`src/rtl/aes_spi_host_seq_if.sv`:
```
// ============================================================================
// aes_spi_host_seq_if
// Request/result handshake and SPI_Main pin bundle for the AES host sequencer.
// Revision: 1.0
// ============================================================================
`default_nettype none

interface aes_spi_host_seq_if;
  logic         req_valid;
  logic         req_ready;
  logic [255:0] req_key;
  logic [1:0]   req_key_len;
  logic         req_key_reuse;
  logic [127:0] req_pt;
  logic         res_valid;
  logic         res_ready;
  logic [127:0] res_ct;
  logic         res_err;
  logic         spi_start;
  logic [257:0] spi_tx;
  logic [127:0] spi_rx;
  logic         spi_done;

  // Sequencer side
  modport slave (
    input  req_valid, req_key, req_key_len, req_key_reuse, req_pt, res_ready,
    input  spi_rx, spi_done,
    output req_ready, res_valid, res_ct, res_err, spi_start, spi_tx
  );

  // Requester / SPI environment side
  modport master (
    output req_valid, req_key, req_key_len, req_key_reuse, req_pt, res_ready,
    output spi_rx, spi_done,
    input  req_ready, res_valid, res_ct, res_err, spi_start, spi_tx
  );
endinterface

`default_nettype wire

```
`src/rtl/aes_spi_host_seq.sv`:
```
// ============================================================================
// aes_spi_host_seq
// Sequences key/message/readout SPI frames for one AES request, returns result.
// Revision: 1.0
// ============================================================================
`default_nettype none

module aes_spi_host_seq #(
  parameter int START_CYCLES   = 10,
  parameter int GAP_CYCLES     = 4,
  parameter int TIMEOUT_CYCLES = 4096
) (
  input  logic                clk,
  input  logic                rst_n,
  aes_spi_host_seq_if.slave   bus
);

  localparam int TW = $clog2(TIMEOUT_CYCLES + 1);
  localparam int PW = $clog2(((START_CYCLES > GAP_CYCLES) ? START_CYCLES : GAP_CYCLES) + 1);

  localparam logic [PW-1:0] C_START    = PW'(START_CYCLES);
  localparam logic [PW-1:0] C_GAP_LAST = PW'(GAP_CYCLES - 1);
  localparam logic [PW-1:0] C_ONE      = PW'(1);
  localparam logic [TW-1:0] C_TO_LAST  = TW'(TIMEOUT_CYCLES - 1);
  localparam logic [TW-1:0] C_TONE     = TW'(1);

  typedef enum logic [1:0] {S_IDLE, S_FRAME, S_RESULT} state_t;
  typedef enum logic [1:0] {F_KEY, F_MSG, F_RD}         frame_t;
  typedef enum logic [1:0] {P_START, P_WAIT, P_GAP}     phase_t;

  state_t         r_state;
  frame_t         r_frame;
  phase_t         r_phase;
  logic [PW-1:0]  r_pcnt;
  logic [TW-1:0]  r_tcnt;
  logic           r_done_q;
  logic           r_req_ready;
  logic           r_res_valid;
  logic [127:0]   r_res_ct;
  logic           r_res_err;
  logic           r_start;
  logic [257:0]   r_tx;
  logic [127:0]   r_pt;

  logic           w_done_edge;
  logic [255:0]   w_key_masked;

  assign w_done_edge = bus.spi_done & ~r_done_q;

  // Bits above the selected key length never reach the slave
  always_comb begin
    w_key_masked = bus.req_key;
    case (bus.req_key_len)
      2'b00:   w_key_masked = {128'b0, bus.req_key[127:0]};
      2'b01:   w_key_masked = {64'b0, bus.req_key[191:0]};
      default: w_key_masked = bus.req_key;
    endcase
  end

  always_ff @(posedge clk or negedge rst_n) begin
    if (!rst_n) begin
      r_state     <= S_IDLE;
      r_frame     <= F_KEY;
      r_phase     <= P_START;
      r_pcnt      <= '0;
      r_tcnt      <= '0;
      r_done_q    <= 1'b0;
      r_req_ready <= 1'b1;
      r_res_valid <= 1'b0;
      r_res_ct    <= '0;
      r_res_err   <= 1'b0;
      r_start     <= 1'b0;
      r_tx        <= '0;
      r_pt        <= '0;
    end else begin
      r_done_q <= bus.spi_done;
      case (r_state)
        S_IDLE: begin
          if (bus.req_valid && r_req_ready) begin
            r_req_ready <= 1'b0;
            r_pt        <= bus.req_pt;
            r_res_ct    <= '0;
            r_res_err   <= 1'b0;
            r_pcnt      <= '0;
            r_tcnt      <= '0;
            if (bus.req_key_len == 2'b11) begin
              r_state   <= S_RESULT;
              r_res_err <= 1'b1;
            end else begin
              r_state <= S_FRAME;
              r_phase <= P_START;
              r_start <= 1'b1;
              r_pcnt  <= C_ONE;
              if (bus.req_key_reuse) begin
                r_frame <= F_MSG;
                r_tx    <= {2'b00, 128'b0, bus.req_pt};
              end else begin
                r_frame <= F_KEY;
                r_tx    <= {bus.req_key_len, w_key_masked};
              end
            end
          end
        end
        S_FRAME: begin
          case (r_phase)
            P_START: begin
              if (r_pcnt == C_START) begin
                r_start <= 1'b0;
                r_phase <= P_WAIT;
                r_tcnt  <= '0;
              end else begin
                r_pcnt <= r_pcnt + C_ONE;
              end
            end
            P_WAIT: begin
              if (w_done_edge) begin
                r_phase <= P_GAP;
                r_pcnt  <= '0;
                if (r_frame == F_RD) r_res_ct <= bus.spi_rx;
              end else if (r_tcnt == C_TO_LAST) begin
                r_state   <= S_RESULT;
                r_res_err <= 1'b1;
                r_res_ct  <= '0;
                r_tx      <= '0;
              end else begin
                r_tcnt <= r_tcnt + C_TONE;
              end
            end
            P_GAP: begin
              if (r_pcnt == C_GAP_LAST) begin
                if (r_frame == F_RD) begin
                  r_state <= S_RESULT;
                  r_tx    <= '0;
                end else begin
                  r_frame <= (r_frame == F_KEY) ? F_MSG : F_RD;
                  r_tx    <= (r_frame == F_KEY) ? {2'b00, 128'b0, r_pt} : '0;
                  r_phase <= P_START;
                  r_start <= 1'b1;
                  r_pcnt  <= C_ONE;
                end
              end else begin
                r_pcnt <= r_pcnt + C_ONE;
              end
            end
            default: r_phase <= P_START;
          endcase
        end
        S_RESULT: begin
          // First cycle in RESULT raises valid; handshake only counts once valid is visible
          if (!r_res_valid) begin
            r_res_valid <= 1'b1;
          end else if (bus.res_ready) begin
            r_res_valid <= 1'b0;
            r_res_ct    <= '0;
            r_res_err   <= 1'b0;
            r_req_ready <= 1'b1;
            r_state     <= S_IDLE;
          end
        end
        default: r_state <= S_IDLE;
      endcase
    end
  end

  assign bus.req_ready = r_req_ready;
  assign bus.res_valid = r_res_valid;
  assign bus.res_ct    = r_res_ct;
  assign bus.res_err   = r_res_err;
  assign bus.spi_start = r_start;
  assign bus.spi_tx    = r_tx;

endmodule

`default_nettype wire
```
`src/flat_wrapper.sv`:
```
// flat-port wrapper written by rule: the top's interface ports become plain ports
module aes_spi_host_seq_flat 
#(
  parameter int START_CYCLES   = 10,
  parameter int GAP_CYCLES     = 4,
  parameter int TIMEOUT_CYCLES = 4096
)
  (clk, rst_n, bus_req_valid, bus_req_key, bus_req_key_len, bus_req_key_reuse, bus_req_pt, bus_res_ready, bus_spi_rx, bus_spi_done, bus_req_ready, bus_res_valid, bus_res_ct, bus_res_err, bus_spi_start, bus_spi_tx);
  aes_spi_host_seq_if bus_i ();
  input  logic clk;
  input  logic rst_n;
  input wire logic [$bits(bus_i.req_valid)-1:0] bus_req_valid;
  input wire logic [$bits(bus_i.req_key)-1:0] bus_req_key;
  input wire logic [$bits(bus_i.req_key_len)-1:0] bus_req_key_len;
  input wire logic [$bits(bus_i.req_key_reuse)-1:0] bus_req_key_reuse;
  input wire logic [$bits(bus_i.req_pt)-1:0] bus_req_pt;
  input wire logic [$bits(bus_i.res_ready)-1:0] bus_res_ready;
  input wire logic [$bits(bus_i.spi_rx)-1:0] bus_spi_rx;
  input wire logic [$bits(bus_i.spi_done)-1:0] bus_spi_done;
  output wire logic [$bits(bus_i.req_ready)-1:0] bus_req_ready;
  output wire logic [$bits(bus_i.res_valid)-1:0] bus_res_valid;
  output wire logic [$bits(bus_i.res_ct)-1:0] bus_res_ct;
  output wire logic [$bits(bus_i.res_err)-1:0] bus_res_err;
  output wire logic [$bits(bus_i.spi_start)-1:0] bus_spi_start;
  output wire logic [$bits(bus_i.spi_tx)-1:0] bus_spi_tx;
  assign bus_i.req_valid = bus_req_valid;
  assign bus_i.req_key = bus_req_key;
  assign bus_i.req_key_len = bus_req_key_len;
  assign bus_i.req_key_reuse = bus_req_key_reuse;
  assign bus_i.req_pt = bus_req_pt;
  assign bus_i.res_ready = bus_res_ready;
  assign bus_i.spi_rx = bus_spi_rx;
  assign bus_i.spi_done = bus_spi_done;
  assign bus_req_ready = bus_i.req_ready;
  assign bus_res_valid = bus_i.res_valid;
  assign bus_res_ct = bus_i.res_ct;
  assign bus_res_err = bus_i.res_err;
  assign bus_spi_start = bus_i.spi_start;
  assign bus_spi_tx = bus_i.spi_tx;
  aes_spi_host_seq #(.START_CYCLES(START_CYCLES), .GAP_CYCLES(GAP_CYCLES), .TIMEOUT_CYCLES(TIMEOUT_CYCLES)) u_core (.clk(clk), .rst_n(rst_n), .bus(bus_i));
endmodule
```
`config.mk`:
```
export PLATFORM = sky130hd
export DESIGN_NAME = aes_spi_host_seq_flat
export DESIGN_NICKNAME = d
export VERILOG_FILES = /design/src/rtl/aes_spi_host_seq_if.sv /design/src/rtl/aes_spi_host_seq.sv /design/src/flat_wrapper.sv
export SDC_FILE = /design/constraint.sdc
export NUM_CORES = 1
export LEC_CHECK = 0
export ABC_AREA = 1
export ABC_CLOCK_PERIOD_IN_PS = 5050
export CAP_MARGIN = 20
export CORE_AREA = 4 4 353 355
export CTS_CLUSTER_DIAMETER = 200
export DETAILED_ROUTE_END_ITERATION = 8
export DIE_AREA = 0 0 357 359
export HOLD_SLACK_MARGIN = 0.05
export MAX_ROUTING_LAYER = met4
export PLACE_DENSITY_LB_ADDON = 0.3
export SLEW_MARGIN = 5
export SYNTH_ARGS = -nofsm -noshare
export SYNTH_HDL_FRONTEND = slang
export SYNTH_SLANG_ARGS = --single-unit
```
`constraint.sdc`:
```
create_clock -name clk -period 5.05 [get_ports clk]
set_clock_uncertainty 0.15 [all_clocks]
set_input_delay 1.01 -clock clk [delete_from_list [all_inputs] [get_ports clk]]
set_output_delay 1.01 -clock clk [all_outputs]
set_load 0.02 [all_outputs]
```
Word level (Yosys, flattened, before mapping). Index checks and enable logic that the tools add are counted.

Flip-flop bits (word level): 542. Output and inout bits: 390. Word-level logic and storage cells: 152.

Add/subtract/negate cells: 2. Equality and inequality tests: 36. Muxes and demuxes: 80. Bitwise logic cells: 2. Reductions and logical operators: 19.

Operators by type and width (count): two-way mux 258 bit (7); one-hot mux 258 bit (2 select lines) (2); two-way mux 128 bit (8); one-hot mux 256 bit (2 select lines) (1); one-hot mux 128 bit (3 select lines) (1); two-way mux 13 bit (4); one-hot mux 13 bit (2 select lines) (2); two-way mux 2 bit (20); AND reduction 7 bit (5); != test 3 x 2 -> 1 bit (second input constant) (7); two-way mux 4 bit (5); two-way mux 1 bit (19); != test 3 bit (second input constant) (6); AND reduction 6 bit (3); adder 13 x 1 -> 13 bit (second input constant) (1); equality test 13 x 12 -> 1 bit (second input constant) (1); one-hot mux 2 bit (2 select lines) (3); one-hot mux 2 bit (3 select lines) (2); one-hot mux 4 bit (3 select lines) (1); != test 2 x 1 -> 1 bit (second input constant) (5); != test 2 bit (second input constant) (5); equality test 2 bit (second input constant) (4); zero test 2 bit (4); one-hot mux 4 bit (2 select lines) (1); 17 further kinds (22).

Longest topological paths before layout. Gate-level depths: netlist of run 1.

Depth in word-level cells: 6. Depth in mapped cells: 14. Depth with buffers taken out: 12.

Worst setup path before layout of run 1. No wires, ideal clock.

Path kind: input to register. Start point: input port bus_spi_done. End point: register u_core.r_res_ct[100], in the netlist u_core.bus.res_ct[100]. Setup time: 0.065 ns. Arrival: 2.108 ns. Required time: 4.835 ns. Setup slack: 2.727 ns. Cell stages on the path: 9. Cells stage by stage: inv_1 -> nor2_1 -> nand2_1 -> inv_1 -> clkbuf_1 -> clkbuf_1 -> nand2_1 -> nand3b_1 -> nand2_1.

Word-level cells in the longest chain between the ends: 4. Elaborated cells on any way between the ends: 7. Classes of those cells: eq/ne (2); mux (3); bitwise (1); reduce/logical (1).

RTL lines: start, declared (RTL line flat_wrapper.sv:19) `input wire logic [$bits(bus_i.spi_done)-1:0] bus_spi_done;`; bitwise AND 1 bit (*) (RTL line aes_spi_host_seq.sv:48) `assign w_done_edge = bus.spi_done & ~r_done_q;`; two-way mux 128 bit (RTL line aes_spi_host_seq.sv:116) `if (w_done_edge) begin`; two-way mux 128 bit (RTL line aes_spi_host_seq.sv:105) `case (r_phase)`; one-hot mux 128 bit (3 select lines) (RTL line aes_spi_host_seq.sv:77) `case (r_state)`; end signal, assigned (RTL line aes_spi_host_seq.sv:119) `if (r_frame == F_RD) r_res_ct <= bus.spi_rx;`; end, declared (RTL line aes_spi_host_seq.sv:39) `logic [127:0] r_res_ct;`.

Mark *: on every way between the ends. The rest lies on a longest branch, timed or not. The select of a mux whose other input is x is not followed. A chain may end at the register's enable or synchronous reset.

Final worst setup path of run 1.
Start point: register u_core.r_state[1]. End point: register u_core.r_tx[162], in the netlist u_core.bus.spi_tx[162].

Word-level cells in the longest chain between the ends: 3. Elaborated cells on any way between the ends: 11. Classes of those cells: eq/ne (7); mux (1); reduce/logical (3).

RTL lines: start, declared (RTL line aes_spi_host_seq.sv:31) `state_t r_state;`; start signal, assigned (RTL line aes_spi_host_seq.sv:62) `r_state <= S_IDLE;`; start signal, assigned (RTL line aes_spi_host_seq.sv:87) `r_state <= S_RESULT;`; start signal, assigned (RTL line aes_spi_host_seq.sv:90) `r_state <= S_FRAME;`; equality test 2 x 1 -> 1 bit / zero test 2 bit (equally long branches) (RTL line aes_spi_host_seq.sv:77); != test 3 x 2 -> 1 bit (no line) (tied with other cells); AND reduction 7 bit (no line); end signal, assigned (RTL line aes_spi_host_seq.sv:96) `r_tx <= {2'b00, 128'b0, bus.req_pt};`; end signal, assigned (RTL line aes_spi_host_seq.sv:99) `r_tx <= {bus.req_key_len, w_key_masked};`; end signal, assigned (RTL line aes_spi_host_seq.sv:136) `r_tx <= (r_frame == F_KEY) ? {2'b00, 128'b0, r_pt} : '0;`; end, declared (RTL line aes_spi_host_seq.sv:42) `logic [257:0] r_tx;`.

Parallel ways exist; a longest one is shown, timed or not.

==> out/metrics.cfg, run 1 <==
[setup_path]
worstPathArrival_ns = 4.08
path_cells = inv_1 > ha_4 > clkinv_2 > nor2_1 > nand2_1 > clkinv_1 > nor2_4 > nand2_8 > buf_4 > nand2_1 > nand2_1
reg2reg_depth = 11
reg2reg_slack_ns = 1.34
path_buf_inv = 4
cp_max_fo = 76
critPathCaptureType = register
cp_common_cell = nand2_1
cp_slowest_cell = clkinv_2
cpLargestDelayFamily = buffers and inverters
rr_startpoint = u_core.r_state[1]
crit_type = reg -> reg
crit_required_ns = 5.43
slowest_delay_ns = 0.62
setup.worst_path.start_class = register
r2r_end = u_core.bus.spi_tx[162]

[synth]
netlist-cell-type-count = 35
yosysSeqAreaShare = 0.5071
async_reset_ff_frac = 1.000
synth_enable_flop_cells = 0
synthCells = 3248
ys_warn_count = 0
synthFlopType = dfrtp_1
ys_ff_latch = 542
synth.cell_area_um2 = 26750
synth_nets = 3779
syn_area_per_cell_um2 = 8.236

[clock_network]
cts_buffer_depth = 3
clk_latency_ns = 0.61
clockRootBuffer = clkbuf_16
cts.sinks = 542
cts_hold_buf = 0
clk_pin_slew_ns = 0.06
htree_levels = 3
cts_inserted_buffers = 68
postCtsSetupRepairBufs = 0
cts_tree = yes
post_cts_resized = 0

[job]
cap_violations = 0

[global_route]
grt_overflow = 0
grt_usage = 0.1703
antenna_found_initial = 31
grt_max_degree = 147
grt_pass1_wl_um = 164800
grt_pass1_vias = 25590

[floorplanning]
die_w_um = 357
design.die.area_um2 = 128200
io_pins = 910
die_h_um = 359
coreArea_um2 = 121400
placement_rows = 128
start_util = 0.2204

[timing]
min_period_over_period = 0.7344
fmax_ghz = 0.2696
setup_viol = 0
slew_headroom = 0.3100
slew_violations = 0
rsz0062_at_grt = false
hold_violations = 0
period_needed_ns = 3.709
worstMarginPinSlew_ns = 1.035
tns_ns = 0

[placed_design]
globalplace.congestion = 0.8288
dp_hpwl_um = 75340
place_area_um2 = 37260
io_buffers = 909

[power]
p_leak_nw = 17.75
powerDensity_nw_per_um2 = 560.9
clkPwrFrac = 0.214
p_sw_w = 0.009214
ir_drop_mv = 0.4125
switching_share = 0.4165
p_seq_frac = 0.321
power_frac_comb = 0.465
intPower_w = 0.01291

[routing]
viasPerCell = 4.469
dr.pass1.iters = 5
wire_per_inst_um = 19.33
drt_wl_total_um = 110600
routed-via-count = 25560
first_iter_violations = 1702
detail-route-antenna-nets = 0
drc = 0

[final_layout]
finish.instance_area_um2 = 39440
area_growth_pct = 47.44
layout_commonest_cell = nand2_1
nets = 4553
final_cell_mix = nand2_1 (1,061), clkdlybuf4s50_1 (906), dfrtp_1 (541), nand3_1 (411), nor2_1 (222)
drive_gt1_frac = 0.07507

[min_path]
worstHoldPathType = in -> async

[run_status]
status = finished, final reports clean

state kept, by name, summed over array words and instances (netlist names), 2 cells and up:
register           cells
u_core.r_tcnt         13
u_core.bus.spi_tx    258
u_core.r_phase         2
u_core.r_pt          128
u_core.r_frame         2
u_core.bus.res_ct    128
u_core.r_state         2
u_core.r_pcnt          4
kinds of logic after synthesis:
group,after synthesis,synth area share
adder cells (fa/ha/maj),11,0.005145
AND/OR/NAND/NOR,1913,0.3118
buffers and inverters,362,0.06670
multiplexers,128,0.05388
flip-flops,542,0.5071
XOR/XNOR,1,0.0003275
AO/OA/AOI/OAI,291,0.05510
Yosys cell counts, types with 64 or more instances:
library cell / n / share of area
clkbuf_1: 80 / 0.011
nand3b_1: 128 / 0.036
o21ai_1: 64 / 0.012
buf_2: 114 / 0.021
nor3_1: 66 / 0.012
o21ai_0: 215 / 0.040
nand3_1: 413 / 0.077
nor2_1: 223 / 0.031
inv_1: 97 / 0.014
mux2_2: 128 / 0.054
dfrtp_1: 541 / 0.51
nand2_1: 1062 / 0.15
per-stage QoR:
stage / hold slack (ns) / utilization / worst slack [ns] / power (W) / cells
2_1_floorplan: 0.3044 / - / 2.727 / 0.01265 / 3248
3_3_place_gp: 0.3028 / 0.3070 / 1.256 / 0.01746 / 5577
3_5_place_dp: 0.3070 / 0.3070 / 1.240 / 0.01756 / 5577
4_1_cts: 0.2939 / 0.3242 / 1.327 / 0.02242 / 5688
5_1_grt: 0.3358 / 0.3248 / 1.046 / 0.02350 / 5718
6_report: 0.3171 / 0.3249 / 1.341 / 0.02212 / 5720
power groups by stage:
| stage | Combinational, W | Clock, W | Sequential, W |
|---|---|---|---|
| floorplan | 0.00424 | 0 | 0.00842 |
| global placement | 0.0103 | 0 | 0.00711 |
| detailed placement | 0.0104 | 0 | 0.00713 |
| CTS | 0.0104 | 0.00490 | 0.00709 |
| global route | 0.0111 | 0.00506 | 0.00731 |
| finish | 0.0103 | 0.00473 | 0.00710 |
layer usage:
layer | GRT usage | vias up | wire (um)
li1 | - | 12180 | -
met1 | 0.2008 | 12360 | 44800
met2 | 0.2702 | 868 | 52000
met3 | 0.05727 | 157 | 10100
met4 | 0.06168 | 0 | 3683
met5 | - | - | 0
worst max path at each step:
stage	startpoint	endpoint	slack [ns]	cells past startpoint
final	u_core.r_state[1]	u_core.bus.spi_tx[162]	1.34	11
after global routing	u_core.r_state[1]	u_core.bus.spi_tx[155]	1.05	11
after floorplan	bus_spi_done	u_core.bus.res_ct[100]	2.73	9
after detailed placement	bus_req_valid	u_core.bus.spi_tx[165]	1.24	11
after global placement	bus_req_valid	u_core.bus.spi_tx[161]	1.26	11
after CTS	u_core.r_state[1]	u_core.bus.spi_tx[10]	1.33	11
cell type report:
type | count | area (um2)
fillers | 12890 | 81960
clock inverters | 14 | 135.1
inverters | 105 | 402.9
clock buffers | 97 | 1962
well taps | 1625 | 2033
diodes | 32 | 80.08
repair buffers | 961 | 9778
multi-input cells | 2344 | 11480
flip-flops and latches | 542 | 13560
No activity file was read; power rests on OpenSTA's default activity.
==> run 2, diff against run 1 <==
- ABC_CLOCK_PERIOD_IN_PS: 5050 -> 3700
- clock period: 5.05 -> 3.7 ns (I/O delays scaled with it)
==> run 2 against run 1 <==
Against the previous run:
- non-clock buffer count increased by 42
- combinational power is 39% higher
- clock-buffer cell count up 8
- design area up 1.5%
- global-route usage is 0.27 points higher
- register-to-register slack got worse by 0.78 ns
- final cell count increased by 1.0%
- sequential cell count stayed put
- clock power grew 46%
- largest cell class unchanged
- wire length grew 1.4%
- die area did not move
==> out/metrics.cfg, run 2 (synthesized netlist as in run 1, its figures left out) <==
[routing]
routed-via-count = 25930  ; was 25,560
wire_per_inst_um = 19.41  ; was 19.33 um
drc = 0  ; unchanged
drt_wl_total_um = 112100  ; was 110,600 um
first_iter_violations = 1793  ; was 1,702
viasPerCell = 4.487  ; was 4.469
dr.pass1.iters = 5  ; unchanged
detail-route-antenna-nets = 0  ; unchanged

[setup_path]
setup.worst_path.start_class = register  ; unchanged
path_cells = inv_1 > ha_4 > clkinv_2 > nor2_1 > nand2_1 > clkinv_1 > nor2_4 > nand2_8 > buf_4 > nand2_1 > nand2_1  ; unchanged
cp_max_fo = 45  ; was 76
reg2reg_slack_ns = 0.56  ; was 1.34 ns
crit_type = reg -> reg  ; unchanged
cp_slowest_cell = ha_4  ; was clkinv_2
worstPathArrival_ns = 3.55  ; was 4.08 ns
critPathCaptureType = register  ; unchanged
reg2reg_depth = 11  ; unchanged
crit_required_ns = 4.11  ; was 5.43 ns
cp_common_cell = nand2_1  ; unchanged
rr_startpoint = u_core.r_state[1]  ; unchanged
r2r_end = u_core.bus.spi_tx[133]  ; was u_core.bus.spi_tx[162]
slowest_delay_ns = 0.51  ; was 0.62 ns

[timing]
tns_ns = 0  ; unchanged
period_needed_ns = 3.137  ; was 3.709 ns
holdWs_ns = 0.3163  ; was 0.3171 ns
worstMarginPinSlew_ns = 1.064  ; was 1.035 ns
rsz0062_at_grt = false  ; unchanged
min_period_over_period = 0.8478  ; was 0.7344
slew_violations = 0  ; unchanged
fmax_ghz = 0.3188  ; was 0.2696 GHz
setup_viol = 0  ; unchanged
hold_violations = 0  ; unchanged
slew_headroom = 0.2906  ; was 0.3100

[min_path]
hp-start = u_core.bus.spi_tx[95]
min_to = u_core.bus.spi_tx[95]
worstHoldPathType = reg -> reg  ; was in -> async
min_path_cells = 2

[power]
powerDensity_nw_per_um2 = 770.9  ; was 560.9 nW/um2
p_sw_w = 0.01277  ; was 0.009214 W
clkPwrFrac = 0.224  ; was 0.214
switching_share = 0.4138  ; was 0.4165
ir_drop_mv = 0.4256  ; was 0.4125 mV
p_leak_nw = 18.07  ; was 17.75 nW
power_frac_comb = 0.462  ; was 0.465
p_seq_frac = 0.314  ; was 0.321
intPower_w = 0.01809  ; was 0.01291 W

[global_route]
met1_usage = 0.2027  ; was 0.2008
grt_use_met2 = 0.2722  ; was 0.2702
use_met3 = 0.05448  ; was 0.05727
antenna_found_initial = 33  ; was 31
grt_pass1_vias = 26140  ; was 25,590
grt_max_degree = 117  ; was 147
grt_pass1_wl_um = 167000  ; was 164,800 um
grt_usage = 0.1730  ; was 0.1703
grt_busiest_layer = met2  ; unchanged
grt_overflow = 0  ; unchanged

[floorplanning]
placement_rows = 128  ; unchanged
die_h_um = 359  ; unchanged
coreArea_um2 = 121400  ; unchanged
die_w_um = 357  ; unchanged
start_util = 0.2204  ; unchanged
design.die.area_um2 = 128200  ; unchanged
io_pins = 910  ; unchanged

[placed_design]
dp_cells = 5618  ; was 5,577
globalplace.congestion = 0.8445  ; was 0.8288
dp_hpwl_um = 79150  ; was 75,340 um
io_buffers = 909  ; unchanged

[final_layout]
drive_gt1_frac = 0.08592  ; was 0.07507
layout_commonest_cell = nand2_1  ; unchanged
final.fill_count = 12820  ; was 12,890
nets = 4597  ; was 4,553
largest_reg_flops = 258  ; unchanged
stdcell_count = 5778  ; was 5,720
area_growth_pct = 49.62  ; was 47.44%
final_cell_mix = nand2_1 (1,061), clkdlybuf4s50_1 (906), dfrtp_1 (541), nand3_1 (411), nor2_1 (222)  ; unchanged

[job]
cap_violations = 0  ; unchanged

[clock_network]
cts.sinks = 542  ; unchanged
cts_tree = yes  ; unchanged
clockRootBuffer = clkbuf_16  ; unchanged
clk_pin_slew_ns = 0.06  ; about the same
htree_levels = 3  ; unchanged
cts_hold_buf = 1  ; was 0
postCtsSetupRepairBufs = 0  ; unchanged
cts_inserted_buffers = 70  ; was 68
post_cts_resized = 0  ; unchanged
cts_buffer_depth = 3  ; unchanged
clk_latency_ns = 0.64  ; was 0.61 ns

[run_status]
status = finished, final reports clean  ; unchanged

## run 2: cell count changes in the layout (fill, tap and decap cells not counted)
cell / delta
clkinv_4: +2
clkinv_2: +1
buf_4: +38
inv_6: -2
buf_12: +3
diode_2: +1
bufinv_16: +2
dlygate4sd3_1: +1
clkinv_16: +3
inv_16: +1
clkbuf_16: +1
clkbuf_1: +7
## run 2: final cells by class
type	count	area, um2	area share
well taps	1625	2033	0.05080
flip-flops and latches	542	13560	0.3389
repair buffers	1003	10130	0.2532
inverters	105	402.9	0.01007
clock buffers	105	2013	0.05030
multi-input cells	2344	11480	0.2869
clock inverters	21	310.3	0.007753
diodes	33	82.58	0.002063
## run 2: routing by layer
metal	part of all wire	vias to the layer above
met5	0	-
met4	0.041	0
met3	0.093	177
met2	0.47	918
met1	0.40	12560
li1	-	12270
## run 2: power groups by stage
stage | combinational (W) | sequential (W) | clock (W)
after floorplan | 0.00578 | 0.0115 | 0
after global placement | 0.0143 | 0.00967 | 0
after detailed placement | 0.0144 | 0.00973 | 0
after CTS | 0.0145 | 0.00967 | 0.00716
after global routing | 0.0154 | 0.00996 | 0.00737
final | 0.0143 | 0.00969 | 0.00691
## run 2: through the flow
stage	util	total power [W]	setup slack [ns]	area, um2
after floorplan	-	0.01727	1.647	26750
after global routing	0.3297	0.03274	0.3432	40020
after CTS	0.3290	0.03128	0.5720	39940
after detailed placement	0.3098	0.02416	0.3564	37610
after global placement	0.3098	0.02402	0.4100	37610
final	0.3297	0.03086	0.5633	40020
## run 2: worst max-delay path by stage
stage | from | to | slack (ns) | cells after the start
floorplan | bus_spi_done | u_core.bus.res_ct[100] | 1.65 | 9
global placement | bus_spi_done | u_core.bus.res_ct[101] | 0.41 | 9
detailed placement | bus_spi_done | u_core.bus.res_ct[80] | 0.36 | 9
CTS | u_core.r_state[1] | u_core.bus.spi_tx[124] | 0.57 | 11
global route | u_core.r_state[1] | u_core.bus.spi_tx[131] | 0.34 | 11
finish | u_core.r_state[1] | u_core.bus.spi_tx[133] | 0.56 | 11
## run 2: worst max-delay path, delay by kind of cell, from the launching register on
family	cells	cell delay, ns
buffers and inverters	4	0.95
and+or+nand+nor	6	0.92
adders and majority gates	1	0.51
DFF	1	0.42
==> run 3, diff against run 2 <==
- ABC_CLOCK_PERIOD_IN_PS: 3700 -> 2900
- clock period: 3.7 -> 2.9 ns (I/O delays scaled with it)
==> run 3 against run 2 <==
Against the previous run:
- hold slack got worse by 0.014 ns
- via count rose by 1.3%
- design area rose by 1.9%
- first-iteration DRC count rose by 12%
- sequential power rose by 28%
- clock-buffer cell count fell by 6
- die area did not move
- highest routed layer unchanged
==> out/metrics.cfg, run 3 (synthesized netlist as in run 1, its figures left out) <==
[timing]
setup_ws_ns = 0.2923  ; was 0.5633 ns
slew_headroom = 0.5765  ; was 0.2906
hold_violations = 0  ; unchanged
slew_violations = 0  ; unchanged
tns_ns = 0  ; unchanged
rsz0062_at_grt = false  ; unchanged
min_period_over_period = 0.8992
worstMarginPinSlew_ns = 0.6304  ; was 1.064 ns
setup_viol = 0  ; unchanged
period_needed_ns = 2.608
fmax_ghz = 0.3835

[job]
cap_violations = 0  ; unchanged

[global_route]
grt_overflow = 0  ; unchanged
grt_usage = 0.1733  ; was 0.1730
grt_pass1_wl_um = 167800  ; was 167,000 um
grt_max_degree = 85  ; was 117
antenna_found_initial = 28  ; was 33
grt_pass1_vias = 25980  ; was 26,140

[setup_path]
critPathCaptureType = output port  ; was register
crit_type = reg -> out  ; was reg -> reg
cpLargestDelayFamily = buffers and inverters  ; unchanged
crit_path_end = bus_req_ready  ; was u_core.bus.spi_tx[133]
reg2reg_depth = 11  ; unchanged
rr_startpoint = u_core.r_tcnt[0]  ; was u_core.r_state[1]
path_buf_inv = 1  ; was 4
crit_required_ns = 2.17  ; was 4.11 ns
cp_slowest_cell = clkdlybuf4s50_1  ; was ha_4
cp_max_fo = 4  ; was 45
reg2reg_slack_ns = 0.33  ; was 0.56 ns
r2r_end = u_core.bus.spi_tx[22]  ; was u_core.bus.spi_tx[133]
worstPathArrival_ns = 1.88  ; was 3.55 ns
cp.depth = 1  ; was 11
cp-startpoint = u_core.bus.req_ready  ; was u_core.r_state[1]
setup.worst_path.start_class = register  ; unchanged
slowest_delay_ns = 0.66  ; was 0.51 ns
path_cells = clkdlybuf4s50_1  ; was inv_1 > ha_4 > clkinv_2 > nor2_1 > nand2_1 > clkinv_1 > nor2_4 > nand2_8 > buf_4 > nand2_1 > nand2_1

[final_layout]
largest_reg_flops = 258  ; unchanged
layout_commonest_cell = nand2_1  ; unchanged
final_cell_mix = nand2_1 (1,061), clkdlybuf4s50_1 (906), dfrtp_1 (541), nand3_1 (411), nor2_1 (222)  ; unchanged
area_growth_pct = 52.47  ; was 49.62%
drive_gt1_frac = 0.1028  ; was 0.08592
nets = 4673  ; was 4,597

[placed_design]
io_buffers = 909  ; unchanged
dp_hpwl_um = 81600  ; was 79,150 um
dp_slack_ns = 0.1339  ; was 0.3564 ns
globalplace.congestion = 0.8567  ; was 0.8445

[clock_network]
clockRootBuffer = clkbuf_16  ; unchanged
clk_latency_ns = 0.64  ; about the same
cts.sinks = 542  ; unchanged
post_cts_resized = 0  ; unchanged
clk_pin_slew_ns = 0.06  ; about the same
postCtsSetupRepairBufs = 0  ; unchanged
cts_hold_buf = 1  ; unchanged
cts_buffer_depth = 3  ; unchanged
cts_tree = yes  ; unchanged
htree_levels = 3  ; unchanged
cts_inserted_buffers = 70  ; unchanged

[routing]
routed-via-count = 26270  ; was 25,930
detail-route-antenna-nets = 0  ; unchanged
wire_per_inst_um = 19.33  ; was 19.41 um
first_iter_violations = 2011  ; was 1,793
drc = 0  ; unchanged
drt_wl_total_um = 113000  ; was 112,100 um
viasPerCell = 4.493  ; was 4.487
dr.pass1.iters = 6  ; was 5

[floorplanning]
placement_rows = 128  ; unchanged
io_pins = 910  ; unchanged
die_h_um = 359  ; unchanged
die_w_um = 357  ; unchanged
design.die.area_um2 = 128200  ; unchanged
start_util = 0.2204  ; unchanged
coreArea_um2 = 121400  ; unchanged

[power]
p_leak_nw = 18.51  ; was 18.07 nW
ir_drop_mv = 0.4953  ; was 0.4256 mV
powerDensity_nw_per_um2 = 980.9  ; was 770.9 nW/um2

[min_path]
worstHoldPathType = in -> reg  ; was reg -> reg

[run_status]
status = finished, final reports clean  ; unchanged

==> run 3: area by class of cell <==
cell class / instances / area, um2
fill: 12810 / 80610
sequential: 542 / 13560
multi-input combinational: 2344 / 11480
timing repair buffer: 1079 / 10980
tap: 1625 / 2033
clock buffer: 99 / 1992
inverter: 105 / 402.9
clock inverter: 23 / 259.0
antenna: 29 / 72.57
==> run 3: worst min path at each step <==
stage                                       from                     end  slack, ns  cells past startpoint
after floorplan                            rst_n    u_core.bus.res_ct[0]       0.13                      0
after global placement    u_core.bus.spi_tx[209]  u_core.bus.spi_tx[209]       0.30                      2
after detailed placement   u_core.bus.res_ct[38]   u_core.bus.res_ct[38]       0.31                      2
after CTS                     bus_req_key_len[1]  u_core.bus.spi_tx[257]       0.22                      5
after global routing                bus_spi_done         u_core.r_done_q       0.26                      1
final                         bus_req_key_len[1]  u_core.bus.spi_tx[257]       0.30                      5
==> run 3: report_power, final <==
part           internal, W  total (W)  switching [W]
clock network      0.00509    0.00873        0.00364
registers           0.0106     0.0124        0.00176
logic              0.00784     0.0189         0.0111
==> run 3: worst reg2reg max path, stage by stage, from the launching register on <==
cell     delay [ns]
dfrtp_1        0.44
ha_1           0.32
nand2_1        0.12
inv_2          0.08
nand2_2        0.06
nor2_4         0.17
nand3_2        0.14
nand2_8        0.18
buf_12         0.26
buf_4          0.38
nand3_1        0.15
nand2_1        0.08
==> run 3: through the flow <==
step | total power (W) | instance area (um2) | hold WS, ns | instances | utilization
final | 0.04001 | 40790 | 0.3022 | 5846 | 0.3360
after detailed placement | 0.03153 | 38450 | 0.3071 | 5694 | 0.3168
after floorplan | 0.02203 | 26750 | 0.1344 | 3248 | -
after global routing | 0.04237 | 40790 | 0.2577 | 5845 | 0.3360
after CTS | 0.04050 | 40720 | 0.2184 | 5817 | 0.3354
after global placement | 0.03137 | 38450 | 0.3030 | 5694 | 0.3168
==> run 3: metal layers <==
| metal | vias to the layer above | GRT usage | routed length (um) | part of all wire |
|---|---|---|---|---|
| met1 | 12750 | 0.2078 | 46060 | 0.41 |
| met5 | - | - | 0 | 0 |
| li1 | 12430 | - | - | - |
| met2 | 925 | 0.2788 | 53910 | 0.48 |
| met4 | 0 | 0.06009 | 3370 | 0.030 |
| met3 | 157 | 0.04936 | 9682 | 0.086 |
